[config.mk]
export PLATFORM = sky130hd
export DESIGN_NAME = fetch_queue_unit
export DESIGN_NICKNAME = d
export VERILOG_FILES = /design/src/rtl/fetch_queue_unit.sv
export SDC_FILE = /design/constraint.sdc
export NUM_CORES = 1
export LEC_CHECK = 0
export ABC_AREA = 1
export BUFFER_PORTS_ARGS = -buffer_cell sky130_fd_sc_hd__buf_2
export CAP_MARGIN = 20
export CORE_MARGIN = 2
export CORE_UTILIZATION = 30
export CTS_CLUSTER_DIAMETER = 100
export CTS_CLUSTER_SIZE = 8
export DETAILED_ROUTE_END_ITERATION = 16
export HOLD_SLACK_MARGIN = 0.12
export REMOVE_ABC_BUFFERS = 1
export SYNTH_ARGS = -nofsm -noshare
export SYNTH_HDL_FRONTEND = slang
export SYNTH_SLANG_ARGS = --single-unit
[constraint.sdc]
create_clock -name clock -period 19.8 [get_ports clock]
set_clock_uncertainty 0.2 [all_clocks]
set_input_delay 4.95 -clock clock [delete_from_list [all_inputs] [get_ports clock]]
set_output_delay 4.95 -clock clock [all_outputs]
set_load 0.1 [all_outputs]
[src/rtl/fetch_queue_unit.sv]
// Instruction fetch front-end: owns the fetch PC, issues single-beat reads
// and buffers fetched words with their PCs in a small FIFO toward decode.
module fetch_queue_unit #(
    parameter int unsigned           ADDR_WIDTH  = 32,
    parameter int unsigned           DATA_WIDTH  = 32,
    parameter int unsigned           QUEUE_DEPTH = 4,
    parameter logic [ADDR_WIDTH-1:0] RESET_PC    = '0,
    parameter int unsigned           PC_STEP     = 4
) (
    input  logic                  clock,
    input  logic                  reset,
    input  logic                  redirect,
    input  logic [ADDR_WIDTH-1:0] redirect_pc,
    input  logic                  bus_available,
    input  logic                  bus_ready,
    input  logic                  bus_response,
    input  logic [DATA_WIDTH-1:0] bus_read_data,
    output logic [ADDR_WIDTH-1:0] bus_address,
    output logic                  bus_write,
    output logic                  bus_start,
    output logic                  to_decode_valid,
    input  logic                  to_decode_ready,
    output logic [DATA_WIDTH-1:0] to_decode_data,
    output logic [ADDR_WIDTH-1:0] to_decode_pc,
    output logic                  to_decode_error
);

    localparam int unsigned PW = $clog2(QUEUE_DEPTH);
    localparam int unsigned CW = $clog2(QUEUE_DEPTH + 1);

    typedef enum logic [1:0] {
        IDLE,
        WAITING,
        DISCARD,
        HALTED
    } state_t;

    state_t                state;
    logic [ADDR_WIDTH-1:0] fetch_pc;

    logic [DATA_WIDTH-1:0] q_data [QUEUE_DEPTH];
    logic [ADDR_WIDTH-1:0] q_pc   [QUEUE_DEPTH];
    logic [QUEUE_DEPTH-1:0] q_err;
    logic [PW-1:0]         head;
    logic [PW-1:0]         tail;
    logic [CW-1:0]         count;

    logic issue;
    logic push;
    logic pop;

    assign bus_write       = 1'b0;
    assign to_decode_valid = (count != '0);
    assign to_decode_data  = q_data[head];
    assign to_decode_pc    = q_pc[head];
    assign to_decode_error = q_err[head];

    // A redirect suppresses issue, push and pop on the same edge.
    assign issue = (state == IDLE) && !redirect && bus_available
                   && bus_ready && (count < CW'(QUEUE_DEPTH));
    assign push  = (state == WAITING) && bus_ready && !redirect;
    assign pop   = to_decode_valid && to_decode_ready && !redirect;

    // Fetch control: PC, bus request and transfer-tracking state machine.
    always_ff @(posedge clock) begin
        if (reset) begin
            state       <= IDLE;
            fetch_pc    <= RESET_PC;
            bus_start   <= 1'b0;
            bus_address <= '0;
        end else begin
            if (redirect) begin
                fetch_pc <= redirect_pc;
            end else if (issue) begin
                fetch_pc <= fetch_pc + ADDR_WIDTH'(PC_STEP);
            end
            unique case (state)
                IDLE: begin
                    if (issue) begin
                        bus_address <= fetch_pc;
                        bus_start   <= 1'b1;
                        state       <= WAITING;
                    end
                end
                WAITING: begin
                    if (bus_ready) begin
                        bus_start <= 1'b0;
                        if (!redirect && bus_response) begin
                            state <= HALTED;
                        end else begin
                            state <= IDLE;
                        end
                    end else if (redirect) begin
                        state <= DISCARD;
                    end
                end
                DISCARD: begin
                    if (bus_ready) begin
                        bus_start <= 1'b0;
                        state     <= IDLE;
                    end
                end
                HALTED: begin
                    if (redirect) begin
                        state <= IDLE;
                    end
                end
                default: state <= IDLE;
            endcase
        end
    end

    // Instruction FIFO: push on completion, pop on handshake, flush on redirect.
    always_ff @(posedge clock) begin
        if (reset) begin
            head  <= '0;
            tail  <= '0;
            count <= '0;
            q_err <= '0;
            for (int i = 0; i < QUEUE_DEPTH; i++) begin
                q_data[i] <= '0;
                q_pc[i]   <= '0;
            end
        end else if (redirect) begin
            head  <= '0;
            tail  <= '0;
            count <= '0;
        end else begin
            if (push) begin
                q_data[tail] <= bus_response ? '0 : bus_read_data;
                q_pc[tail]   <= bus_address;
                q_err[tail]  <= bus_response;
                tail         <= tail + PW'(1);
            end
            if (pop) begin
                head <= head + PW'(1);
            end
            if (push && !pop) begin
                count <= count + CW'(1);
            end else if (pop && !push) begin
                count <= count - CW'(1);
            end
        end
    end

endmodule

Word-level counts from Yosys, hierarchy flattened:

Memories as Yosys holds them, arrays and structs flattened. A register that Yosys moved wholly into a read port is not among the register bits.
Index checks and enable logic that the tools add are counted.

* bits of input ports: 71
* word-level logic and storage cells: 92
* bits in writable memories: 256
* bits in read-only memories: 0
* output and inout bits: 100
* memories kept: 2
* flip-flop bits (word level): 78
* latch bits: 0

Memory list
* q_data: depth 4, width 32, read ports 1, clocked after Yosys merged registers in 1, write ports 4, RTL line 41 `logic [DATA_WIDTH-1:0] q_data [QUEUE_DEPTH];`
* q_pc: depth 4, width 32, read ports 1, clocked after Yosys merged registers in 1, write ports 4, RTL line 42 `logic [ADDR_WIDTH-1:0] q_pc [QUEUE_DEPTH];`

* equality and inequality tests: 8
* multiply operators: 0
* shifts and indexed selects: 0
* reduce and logical (&&, ||, !) cells: 28
* add/sub/neg operators: 5
* mux-type cells: 36
* bitwise logic cells: 1
* div/mod/pow operators: 0
* order comparisons: 4

Operators by type and width (number)
* $mux 32: 5
* $reduce_or 32->1: 2
* $add 32x3->32 const B: 1
* $mux 2: 12
* $logic_and 1x1->1: 12
* $mux 1: 12
* $pmux 2 s4: 1
* $lt 2x3->1 const B: 2
* $mux 3: 2
* $ne 2x2->1 const B: 3
* $reduce_bool 2->1: 3
* $add 2x1->2 const B: 2
* $bwmux 4: 1
* $eq 2x2->1 const B: 2
* $reduce_and 2->1: 2
* $reduce_and 4->1: 1
* $reduce_or 2->1: 2
* $add 3x1->3 const B: 1
* $logic_not 1->1: 3
* $lt 3x3->1 const B: 1
* $ne 3x3->1 const B: 1
* $reduce_and 3->1: 1
* $reduce_bool 3->1: 1
* $sub 3x1->3 const B: 1
* 8 further kinds: 8

Longest topological paths before layout:

Gate-level depths: netlist of run 1.

* depth after elaboration: 9
* depth in mapped cells: 14
* depth with buffers taken out: 14

Worst setup path before layout of run 1:

OpenSTA, ideal clock, no wires.

* kind: input -> register
* start point: input redirect
* end point: memory q_data[3][0], enable pin
* arrival time: 10.016 ns
* setup slack: 9.003 ns
* library setup time: 0.581 ns
* required time: 19.019 ns
* cell stages on the path: 4
* path buffers: 1
* path through: buf_6 -> nor2_4 -> nand2_4 -> o31ai_1

RTL lines
* from (decl): RTL line 12 `input logic redirect,`
* to (decl): RTL line 41

==> results by group, run 1 <==
Timing
  – Pins Over Slew Limit: 0
  – Setup TNS: 0 ns
  – Fmax: 0.117 GHz
  – Max_slew headroom: 29.3%
  – RSZ-0062 raised after global routing: no
  – Final setup fails: 0
  – Min Tclk post-route: 8.51 ns
  – Fin crit share: 43.0%
  – Endpoints failing hold: 0
  – Slew @ Worst Pin: 1.06 ns

Synth
  – Synth top area cells: edfxtp_1 (52%), dfxtp_1 (11%), nor2_1 (10%), o21ai_0 (5.6%), nand2_1 (4.2%)
  – Synthesized cell area: 14900 um2
  – Ys async rst share: 0%
  – Syn Area/Cell: 9.59 um2
  – Commonest cells post-synth: nor2_1 (414), edfxtp_1 (256), nand2_1 (167), o21ai_0 (166), inv_1 (114)
  – Post-synthesis cell type count: 37
  – Main synth FF type: edfxtp_1
  – Post-synth top area share: 51.5%
  – Sequential fraction of the synthesis area: 62.2%
  – Most common cell in the netlist: nor2_1
  – #FFs+latches synth: 336
  – Yosys warnings: 0
  – Post-synth EDFFs: 256
  – Area leader, netlist: edfxtp_1
  – Cells after Synth: 1556

Worst setup path
  – Worst Path Class, Setup: flop to primary output
  – CP max FO: 65
  – Reg2reg path depth: 10
  – Critical Path RT: 14.65 ns
  – Startpoint Class: flop
  – Setup crit end kind: primary output
  – Crit path DAT: 3.36 ns

Placed design
  – Gp weighted congestion: 0.834
  – Detail Placement HPWL: 26300 um
  – Placed cell count: 2304
  – Port bufs: 169

Clock network
  – CTS Hold Buffers Added: 0
  – Reg clk slew, reported paths: 0.05 ns
  – H-tree levels: 2
  – Post CTS Setup Buffer Count: 0
  – CTS tree: done
  – CTS Buffer Depth: 3
  – CTS buffer count: 47
  – Insertion delay to the later sink of the worst-skew pair: 0.54 ns
  – Root buf cell: clkbuf_16
  – Clk sinks: 336
  – CTS resizes: 0

Routing
  – Drt via density: 4.77
  – DRT iter0 DRCs: 938
  – Via count: 11.4k
  – First-pass detailed-route iteration total: 5
  – Final WL: 41700 um
  – Final ANT Viol Nets: 0
  – Number of remaining DRC errors: 0
  – Routed wire per std cell: 17.5 um

Global route
  – Total GRT Usage: 15.8%
  – Number of global-route vias before repair: 10.7k
  – GR Overflow Total: 0
  – Largest net degree at the start of global routing: 91
  – Global-route wire length before repair: 63000 um
  – Initial antenna violation count: 0

Floorplan
  – Die Width: 227 um
  – Die height: 227 um
  – Full die area: 51500 um2
  – Total core area: 49100 um2
  – Io pins: 171
  – Starting Density: 30.4%
  – FP Rows: 81

Power and ir drop
  – VDD IR max: 75.7 uV
  – Pleak: 6.74 nW
  – Pwr/cell area: 103 nW/um2

Flow run
  – Number of max-cap violations: 0

Finish
  – Ant. Diodes: 0
  – Sequential Area: 9290 um2
  – Area of the multi-input gates: 4770 um2
  – # nets final: 1773
  – Area growth syn-to-layout: 18.0%
  – Final Non-Filler Cells: 2389
  – Layout fillers: 5018
  – Share of cells above drive strength 1: 15.9%

Hold path
  – Hold path cells: 2
  – Worst Hold Class: flop to flop

Status
  – Status: complete, no violations
## through the flow
stage          worst slack [ns]  util, %  cell area [um2]  power, mW  hold slack [ns]
2_1_floorplan              9.13        -            14400       1.03            0.229
3_3_place_gp              10.96     33.1            16200       1.10            0.241
3_5_place_dp              10.87     33.1            16200       1.10            0.248
4_1_cts                   11.24     35.8            17600       1.84            0.256
5_1_grt                   11.11     35.9            17600       1.89            0.282
6_report                  11.29     35.9            17600       1.82            0.254
## sequential cells by signal, indices dropped and copies added (netlist names), named ones only
name / flops
q_data: 128
q_pc: 128
bus_address: 32
fetch_pc: 32
q_err: 4
count: 3
head: 2
state: 2
tail: 2
bus_start: 1
## area by class of cell
| class | instances | area share, % |
|---|---|---|
| clock inverter | 2 | 0.163 |
| multi-input combinational | 1010 | 27.1 |
| tap | 664 | 4.72 |
| sequential | 336 | 52.8 |
| clock buffer | 81 | 7.41 |
| timing repair buffer | 178 | 5.30 |
| inverter | 118 | 2.53 |
## per-layer routing
| metal | global-route usage (%) | up-vias | share of wire, % |
|---|---|---|---|
| li1 | - | 5535 | - |
| met1 | 21.8 | 5422 | 44 |
| met2 | 25.8 | 375 | 47 |
| met3 | 2.48 | 62 | 5.9 |
| met4 | 4.74 | 0 | 2.6 |
| met5 | 0 | - | 0 |
## cell usage in the layout, fill, tap and decap left out, types with 34 or more instances in the layout
cell type / count
nand3_1: 40
buf_2: 169
clkbuf_16: 47
o22ai_1: 65
a21oi_1: 57
nand2_1: 162
nor2_1: 414
dfxtp_1: 78
clkbuf_1: 34
edfxtp_1: 256
inv_1: 113
o21ai_0: 166
## cell families after synthesis
group,Yosys count,share of synthesized area (%)
simple gates,665,18.0
other cells,1,0.0251
compound gates,328,12.2
flops,336,62.2
xor+xnor,5,0.293
fa+ha+maj,11,0.973
buf+inv,210,6.25
## power by group
part	internal, mW	switching (mW)
logic	0.0459	0.226
registers	0.795	0.0204
clock network	0.443	0.290
## worst max-delay path, stage by stage, from the launching register on
cell     delay (ns)
dfxtp_4        0.46
inv_4          0.49
buf_4          0.65
o21ai_0        0.17
o22ai_1        0.44
buf_2          0.52
## path summary, 6_finish.rpt
check                           to  slack (ns)   startpoint
setup / recovery  to_decode_pc[13]       11.29         flop
setup reg to reg     q_data[0][16]       15.74     state[1]
hold reg to reg        fetch_pc[1]        0.25  fetch_pc[1]
hold / removal         fetch_pc[1]        0.25  fetch_pc[1]
No activity file was read; power rests on OpenSTA's default activity.
==> inputs of run 2 (changes only) <==
==> constraint.sdc (replaced) <==
create_clock -name clock -period 8.2 [get_ports clock]
set_clock_uncertainty 0.2 [all_clocks]
set_input_delay 2.05 -clock clock [delete_from_list [all_inputs] [get_ports clock]]
set_output_delay 2.05 -clock clock [all_outputs]
set_load 0.1 [all_outputs]
==> run 2 against run 1 <==
Total power grew 140%. First-iteration DRC count grew 1.9%. Core utilization is essentially flat. Critical path type unchanged. Register-to-register slack lost 12 ns. Non-clock buffer count is the same. Via count grew 0.37%. Clock power grew 140%.
==> results by group, run 2 (synthesis gave the netlist of run 1 again) <==
Timing
  – Max_slew headroom: 27.1% (-2.3 points)
  – Final setup fails: 0 (unchanged)
  – Slew @ Worst Pin: 1.09 ns (+0.0343 ns)
  – Setup TNS: 0 ns (unchanged)
  – Endpoints failing hold: 0 (unchanged)
  – Min Tclk post-route: 5.65 ns
  – PnR worst setup slack: 2.55 ns (-8.74 ns)
  – Fmax: 0.177 GHz
  – Pins Over Slew Limit: 0 (unchanged)
  – RSZ-0062 raised after global routing: no
  – Fin crit share: 69.0%

Placed design
  – Port bufs: 169 (unchanged)
  – Gp weighted congestion: 0.825 (-1.1%)
  – Pre-CTS setup slack: 2.21 ns (-8.66 ns)
  – Detail Placement HPWL: 26500 um (+0.87%)

Clock network
  – CTS Hold Buffers Added: 0 (unchanged)
  – Post CTS Setup Buffer Count: 0 (unchanged)
  – CTS resizes: 0 (unchanged)
  – CTS tree: done
  – Reg clk slew, reported paths: 0.05 ns (about the same)
  – H-tree levels: 2 (unchanged)
  – Clk sinks: 336 (unchanged)
  – Root buf cell: clkbuf_16
  – Insertion delay to the later sink of the worst-skew pair: 0.55 ns (about the same)
  – CTS buffer count: 47 (unchanged)
  – CTS Buffer Depth: 3 (unchanged)

Global route
  – Number of global-route vias before repair: 11.0k (+2.7%)
  – Gr busiest metal: met2
  – Total GRT Usage: 16.3% (+0.43 points)
  – Largest net degree at the start of global routing: 78 (-14%)
  – GR Layer Usage met1: 21.7% (-0.14 points)
  – Global routing usage on met2: 27.3% (+1.5 points)
  – M3 GR Usage: 2.72% (+0.25 points)
  – Global-route wire length before repair: 64400 um (+2.3%)
  – GR Overflow Total: 0 (unchanged)
  – Initial antenna violation count: 1 (+1)

Power and ir drop
  – Internal: 3.10 mW (+140%)
  – Switching share of power: 29.7% (+0.22 points)
  – Combinational Power Share: 14.9% (about the same)
  – Pwr/cell area: 250 nW/um2 (+140%)
  – Sequential share of power: 44.7% (about the same)
  – Power share of the clock group: 40.3% (about the same)
  – Psw: 1.31 mW (+140%)
  – Pleak: 6.74 nW (about the same)
  – VDD IR max: 161 uV (+110%)

Worst setup path
  – Startpoint Class: flop
  – Reg2reg path depth: 10 (unchanged)
  – CP Capture Point: to_decode_pc[31]
  – Setup crit end kind: primary output
  – CP max FO: 77 (+18%)
  – Critical Path RT: 5.95 ns (-8.70 ns)
  – Crit path DAT: 3.40 ns (+0.04 ns)
  – R2R Path Start: state[1]
  – Worst Path Class, Setup: flop to primary output
  – R2R Path End: q_data[0][6]
  – Reg2Reg Setup Slack: 4.20 ns (-11.54 ns)

Floorplan
  – Die Width: 227 um (unchanged)
  – Io pins: 171 (unchanged)
  – Starting Density: 30.4% (unchanged)
  – Die height: 227 um (unchanged)
  – FP Rows: 81 (unchanged)
  – Total core area: 49100 um2 (unchanged)
  – Full die area: 51500 um2 (unchanged)

Finish
  – Commonest non-fill, non-tap cell in the layout: nor2_1
  – Area growth syn-to-layout: 18.0% (about the same)
  – Area of the multi-input gates: 4770 um2 (unchanged)
  – Most frequent cells in the layout: nor2_1 (414), edfxtp_1 (256), buf_2 (169)
  – Share of cells above drive strength 1: 15.9% (unchanged)
  – Layout fillers: 5046 (+0.56%)
  – # nets final: 1773 (unchanged)
  – Regs by FF count: q_data x128, q_pc x128
  – Ant. Diodes: 0 (unchanged)
  – Sequential Area: 9290 um2 (unchanged)

Routing
  – Final ANT Viol Nets: 0 (unchanged)
  – First-pass detailed-route iteration total: 5 (unchanged)
  – Via count: 11.4k (+0.37%)
  – Routed wire per std cell: 17.9 um (+2.4%)
  – Drt via density: 4.79 (+0.37%)
  – Number of remaining DRC errors: 0 (unchanged)
  – Final WL: 42700 um (+2.4%)
  – DRT iter0 DRCs: 956 (+1.9%)

Hold path
  – Worst Hold Class: flop to flop

Flow run
  – Number of max-cap violations: 0 (unchanged)

Status
  – Status: complete, no violations
-- run 2: cell types whose count changed in the layout (fill, tap and decap cells not counted) --
cell,before,now
clkinv_8,0,2
inv_6,1,0
inv_16,1,0
-- run 2: power groups by stage --
stage	logic (mW)	clock network, mW	registers (mW)
CTS	0.663	1.81	1.97
global route	0.700	1.88	1.98
finish	0.658	1.78	1.97
floorplan	0.365	0	2.12
detailed placement	0.661	0	2.00
global placement	0.653	0	2.00
-- run 2: critical path, cell delays in order (launching register included) --
cell and delay (ns):
dfxtp_4 0.53, inv_4 0.65, buf_4 0.59, o21ai_0 0.15
o22ai_1 0.37, buf_2 0.51
-- run 2: worst min path at each step --
| stage | from | endpoint | slack (ns) | depth (start not counted) |
|---|---|---|---|---|
| finish | q_err[1] | q_err[1] | 0.25 | 2 |
| global route | q_err[1] | q_err[1] | 0.29 | 2 |
| CTS | q_err[1] | q_err[1] | 0.26 | 2 |
| detailed placement | q_err[1] | q_err[1] | 0.25 | 2 |
| global placement | fetch_pc[1] | bus_address[1] | 0.24 | 2 |
| floorplan | q_err[2] | q_err[2] | 0.23 | 2 |
-- run 2: area by class of cell --
cell class / instances / area share, %
Clock buffer: 81 / 7.41
Clock inverter: 2 / 0.185
Inverter: 118 / 2.53
Multi-Input combinational cell: 1010 / 27.1
Sequential cell: 336 / 52.8
Tap cell: 664 / 4.72
Timing Repair Buffer: 178 / 5.30
-- run 2: metrics by stage --
| step | cells | hold WS (ns) | instance area [um2] | total power [mW] | utilization, % |
|---|---|---|---|---|---|
| 3_3_place_gp | 2304 | 0.241 | 16200 | 2.65 | 33.1 |
| 5_1_grt | 2389 | 0.291 | 17600 | 4.56 | 35.9 |
| 3_5_place_dp | 2304 | 0.250 | 16200 | 2.66 | 33.1 |
| 6_report | 2389 | 0.253 | 17600 | 4.41 | 35.9 |
| 2_1_floorplan | 1464 | 0.229 | 14400 | 2.48 | - |
| 4_1_cts | 2387 | 0.258 | 17600 | 4.45 | 35.8 |
-- run 2: per-layer routing --
metal,vias up,part of all wire (%)
met5,-,0
met4,0,2.4
met3,61,5.7
met2,356,48
met1,5482,44
li1,5537,-
